`config.mk`:
```
export PLATFORM = sky130hd
export DESIGN_NAME = bsg_link_downstream_rx
export DESIGN_NICKNAME = d
export VERILOG_FILES = /design/src/rtl/bsg_link_downstream_rx.sv
export SDC_FILE = /design/constraint.sdc
export NUM_CORES = 1
export LEC_CHECK = 0
export CAP_MARGIN = 20
export CORE_AREA = 2 2 165 167
export CTS_CLUSTER_DIAMETER = 30
export DETAILED_ROUTE_END_ITERATION = 10
export DIE_AREA = 0 0 167 169
export DONT_BUFFER_PORTS = 1
export PLACE_DENSITY = 0.75
export SYNTH_ARGS = -nofsm -noshare
export SYNTH_HDL_FRONTEND = slang
export SYNTH_SLANG_ARGS = --single-unit
```
`constraint.sdc`:
```
create_clock -name clk -period 3.95 [get_ports clk]
set_clock_uncertainty 0.2 [all_clocks]
set_input_delay 0 -clock clk [delete_from_list [all_inputs] [get_ports clk]]
set_output_delay 0 -clock clk [all_outputs]
set_load 0.02 [all_outputs]
```
`src/rtl/bsg_link_downstream_rx.sv`:
```
// bsg_link_downstream_rx
//   Downstream link receiver. Narrow IO beats are registered, assembled
//   little-endian into core words, buffered in a DEPTH-entry FIFO and
//   handed to the core over valid/ready. One credit token is returned
//   upstream per TOKEN_DECIM dequeued words.
// Ports
//   clk, rst          clock, synchronous active-high reset
//   io_valid_in/data  beat from the link (no backpressure)
//   core_ready        core accepts head word
//   core_valid_out    FIFO non-empty
//   core_data_out     head-of-FIFO word
//   io_token_out      one-cycle credit pulse to upstream
//   overflow_o        sticky: word arrived while full with no pop
//   count_o           FIFO occupancy
module bsg_link_downstream_rx #(
  parameter int IO_WIDTH    = 8,
  parameter int RATIO       = 4,
  parameter int DEPTH       = 8,
  parameter int TOKEN_DECIM = 2
) (
  input  logic                         clk,
  input  logic                         rst,
  input  logic                         io_valid_in,
  input  logic [IO_WIDTH-1:0]          io_data_in,
  input  logic                         core_ready,
  output logic                         core_valid_out,
  output logic [IO_WIDTH*RATIO-1:0]    core_data_out,
  output logic                         io_token_out,
  output logic                         overflow_o,
  output logic [$clog2(DEPTH):0]       count_o
);
  localparam int CW = IO_WIDTH * RATIO;
  localparam int AW = $clog2(DEPTH);
  localparam int PW = AW + 1;
  localparam int BW = (RATIO > 1) ? $clog2(RATIO) : 1;
  localparam int DW = (TOKEN_DECIM > 1) ? $clog2(TOKEN_DECIM) : 1;

  logic                          r_io_valid;
  logic [IO_WIDTH-1:0]           r_io_data;
  logic [BW-1:0]                 r_beat;
  logic [(RATIO-1)*IO_WIDTH-1:0] r_core_data0;
  logic [CW-1:0]                 r_mem [DEPTH];
  logic [PW-1:0]                 r_wptr, r_rptr;
  logic [DW-1:0]                 r_deq;
  logic                          r_token;
  logic                          r_ovf;

  logic w_last, w_empty, w_full, w_pop, w_push, w_deq_wrap;

  // Final beat of a word is sitting in the input register: offer it.
  assign w_last     = r_io_valid && (r_beat == BW'(RATIO-1));
  assign w_empty    = (r_wptr == r_rptr);
  assign w_full     = (r_wptr[AW-1:0] == r_rptr[AW-1:0]) && (r_wptr[AW] != r_rptr[AW]);
  assign w_pop      = !w_empty && core_ready;
  // A pop in the same cycle frees the slot, so a push at full is still legal.
  assign w_push     = w_last && (!w_full || w_pop);
  assign w_deq_wrap = (TOKEN_DECIM == 1) || (r_deq == DW'(TOKEN_DECIM-1));

  always_ff @(posedge clk) begin
    if (rst) begin
      r_io_valid <= 1'b0;
      r_io_data  <= '0;
    end else begin
      r_io_valid <= io_valid_in;
      r_io_data  <= io_data_in;
    end
  end

  // Beat assembler; the last beat bypasses core_data0 straight into the FIFO.
  always_ff @(posedge clk) begin
    if (rst) begin
      r_beat       <= '0;
      r_core_data0 <= '0;
    end else if (r_io_valid) begin
      if (w_last) begin
        r_beat <= '0;
      end else begin
        r_beat <= r_beat + BW'(1);
        for (int i = 0; i < RATIO-1; i++)
          if (r_beat == BW'(i)) r_core_data0[i*IO_WIDTH +: IO_WIDTH] <= r_io_data;
      end
    end
  end

  always_ff @(posedge clk) begin
    if (rst) begin
      for (int i = 0; i < DEPTH; i++) r_mem[i] <= '0;
      r_wptr <= '0;
      r_rptr <= '0;
    end else begin
      if (w_push) begin
        r_mem[r_wptr[AW-1:0]] <= {r_io_data, r_core_data0};
        r_wptr <= r_wptr + PW'(1);
      end
      if (w_pop) r_rptr <= r_rptr + PW'(1);
    end
  end

  always_ff @(posedge clk) begin
    if (rst) begin
      r_deq   <= '0;
      r_token <= 1'b0;
      r_ovf   <= 1'b0;
    end else begin
      if (w_pop) r_deq <= w_deq_wrap ? '0 : r_deq + DW'(1);
      r_token <= w_pop && w_deq_wrap;
      if (w_last && w_full && !w_pop) r_ovf <= 1'b1;
    end
  end

  assign core_valid_out = !w_empty;
  assign core_data_out  = r_mem[r_rptr[AW-1:0]];
  assign io_token_out   = r_token;
  assign overflow_o     = r_ovf;
  assign count_o        = r_wptr - r_rptr;
endmodule

```
==> metrics.txt <==
max cap viols 0; Die Span Y around 170 um; vias post-DR 7911; DP HPWL 16.84 mm; f_max 281.3 MHz; crit path from r_wptr[0]$_SDFFE_PP0P_; unrepaired setup endpoints after global routing false; Pleak roughly 5 nW; Synth Net Count 980; status complete, no violations; Initial Utilization 0.4950; register area share after synthesis 0.6608; pwr/cell area roughly 560 nW/um2; drt drc 0; commonest non-fill, non-tap cell in the layout nor2_1; nets@finish between 900 and 1000; grt ovf 0; core area 26500 um2; final wirelength 31.20 mm; Synth Warn # 0; Tcrit/Tclk final 0.9001; global-route wire length before repair 47.69 mm; min-delay src core_ready; Setup CP Type reg -> reg; Syn Area/Cell 13.69 um2; CP required 3920 ps; Worst Setup Start Kind flop; crit path max fanout 32; Synth area leaders edfxtp_1, mux4_2, nor2_1, dfxtp_1, mux2_2; GRT Total Usage 0.2243; reg2reg start r_wptr[0]$_SDFFE_PP0P_; FP Rows 60; Max IR drop VDD 415.2 uV; min-delay worst type in -> reg; post-route ant nets 0; Post-Place Setup Slack 450.3 ps; CTS H-tree depth 2; cell count after synthesis around 960; GP Congestion 0.7902; Yosys top cell area share 0.5860; Post-Syn Area 13120 um2; final setup fails 0; Slew Viols, Final 0; share of cells above drive strength 1 0.2264; Synth-to-Final Area Change 17.13%; Boundary Pins 51; die area 28220 um2; Sink Count between 300 and 400; dpl cells 1225; CTS root buf clkbuf_16; final-report hold violation count 0; Rel. slew slack 0.2860; worst endpoint data arrival time 3530 ps; Clock Latency Late Sink about 560 ps; Via density 5.869; number of global-route vias before repair 8113; CP endpoint kind flop; slew of the pin with the lowest slew margin 1071 ps; TNS Setup 0 ps; fin worst setup slack 394.5 ps; #FFs+latches synth roughly 310; Reg clk slew, reported paths 50 ps; final std cells w/o fill approximately 1300; Max Root-Sink Buffers 3; number of diodes 0; Setup Buffers After CTS 0; commonest cells after routing, fill and taps aside nor2_1, edfxtp_1, mux4_2; total CTS buffers 54; Die X 167 um; cell taking the most area after synthesis edfxtp_1; DR iter-0 viols 849; Routed wire per std cell approximately 23 um; initial antenna violation count 1; Tmin final about 3600 ps; CTS tree yes; Netlist cell types 35; I/O Buffers 0; drt first pass iters 6; largest net degree at the start of global routing 80
## sequential cells by signal, summed over array words and instances, names as in the netlist, named ones only
signal,count
io_token_out,1
overflow_o,1
r_deq,1
r_rptr,4
r_io_data,8
r_mem,256
r_beat,2
r_core_data0,24
r_io_valid,1
r_wptr,4
## per-stage QoR
step | util | hold slack [ps] | total power, mW | cell area (um2)
finish | 0.5798 | 73.25 | 8.534 | 15360
global placement | 0.5005 | -96.73 | 3.875 | 13260
floorplan | - | -71.82 | 3.820 | 13120
detailed placement | 0.5005 | -92.71 | 3.881 | 13260
CTS | 0.5798 | 59.92 | 8.558 | 15360
global route | 0.5798 | 110.7 | 8.727 | 15360
## worst paths after layout
| kind | depth (start not counted) | slack [ps] | to |
|---|---|---|---|
| min reg2reg | 2 | 260 | r_core_data0[21]$_SDFFE_PP0P_ |
| min | 3 | 70 | flop |
| max reg2reg | 6 | 390 | r_mem[5][7]$_SDFFCE_PN0P_ |
| max | 6 | 390 | r_mem[5][7]$_SDFFCE_PN0P_ |
## layer usage
metal / wire length (um) / GRT usage / share of wire / vias to the layer above
met3: 3088 / 0.05635 / 0.099 / 90
met5: 0 / 0 / 0 / -
met1: 12060 / 0.2949 / 0.39 / 3945
met2: 14910 / 0.3612 / 0.48 / 444
met4: 1141 / 0.08996 / 0.037 / 0
li1: - / - / - / 3432
## critical path, stage by stage, from the launching register on
cell and delay, ps:
dfxtp_1 500, inv_1 200, ha_1 370, nand4b_1 160, o21a_4 250, nand3_2 570
nand2b_2 910
## cell families after synthesis
group                    share of synthesized area
adder cells (fa/ha/maj)                    0.01011
AND/OR/NAND/NOR                             0.1340
AO/OA/AOI/OAI                              0.01421
XOR/XNOR                                  0.005246
multiplexers                                0.1414
buffers and inverters                      0.03424
flip-flops                                  0.6608
## synthesized netlist by cell type (all sizes together)
cell type and number:
clkbuf 24, mux2 34, nand2 41, nand4 3
xnor2 5, a21bo 1, edfxtp 256, and3 2
a21oi 29, nor2b 12, fa 1, nand4b 1
mux2i 3, a21o 1, nor3 5, ha 9
o21a 1, mux4 64, nor2 269, or2 1
dfxtp 49, buf 61, nor3b 1, xor2 2
nand2b 37, nand3 35, a31o 1, and2 1
inv 9
## repair_timing
item | 4_1_cts | 5_1_grt
resized for setup | 0 | 0
hold buffers | 22 | 0
endpoints found under the setup margin | 0 | 0
hold endpoints to repair | 337 | 0
## power by group
part,switching [mW],total (mW),leakage (nW),internal [mW]
sequential,0.0396,3.62,3.04,3.58
combinational,0.152,0.232,1.10,0.0791
clock,1.75,4.68,0.903,2.93
## layout make-up
cell class | count | area (um2)
Clock inverter | 42 | 451.7
Clock buffer | 59 | 1413
Sequential cell | 305 | 8675
Inverter | 9 | 33.78
Multi-Input combinational cell | 559 | 4020
Fill cell | 1944 | 11140
Timing Repair Buffer | 33 | 345.3
Tap cell | 341 | 426.7
No activity file was read; power rests on OpenSTA's default activity.
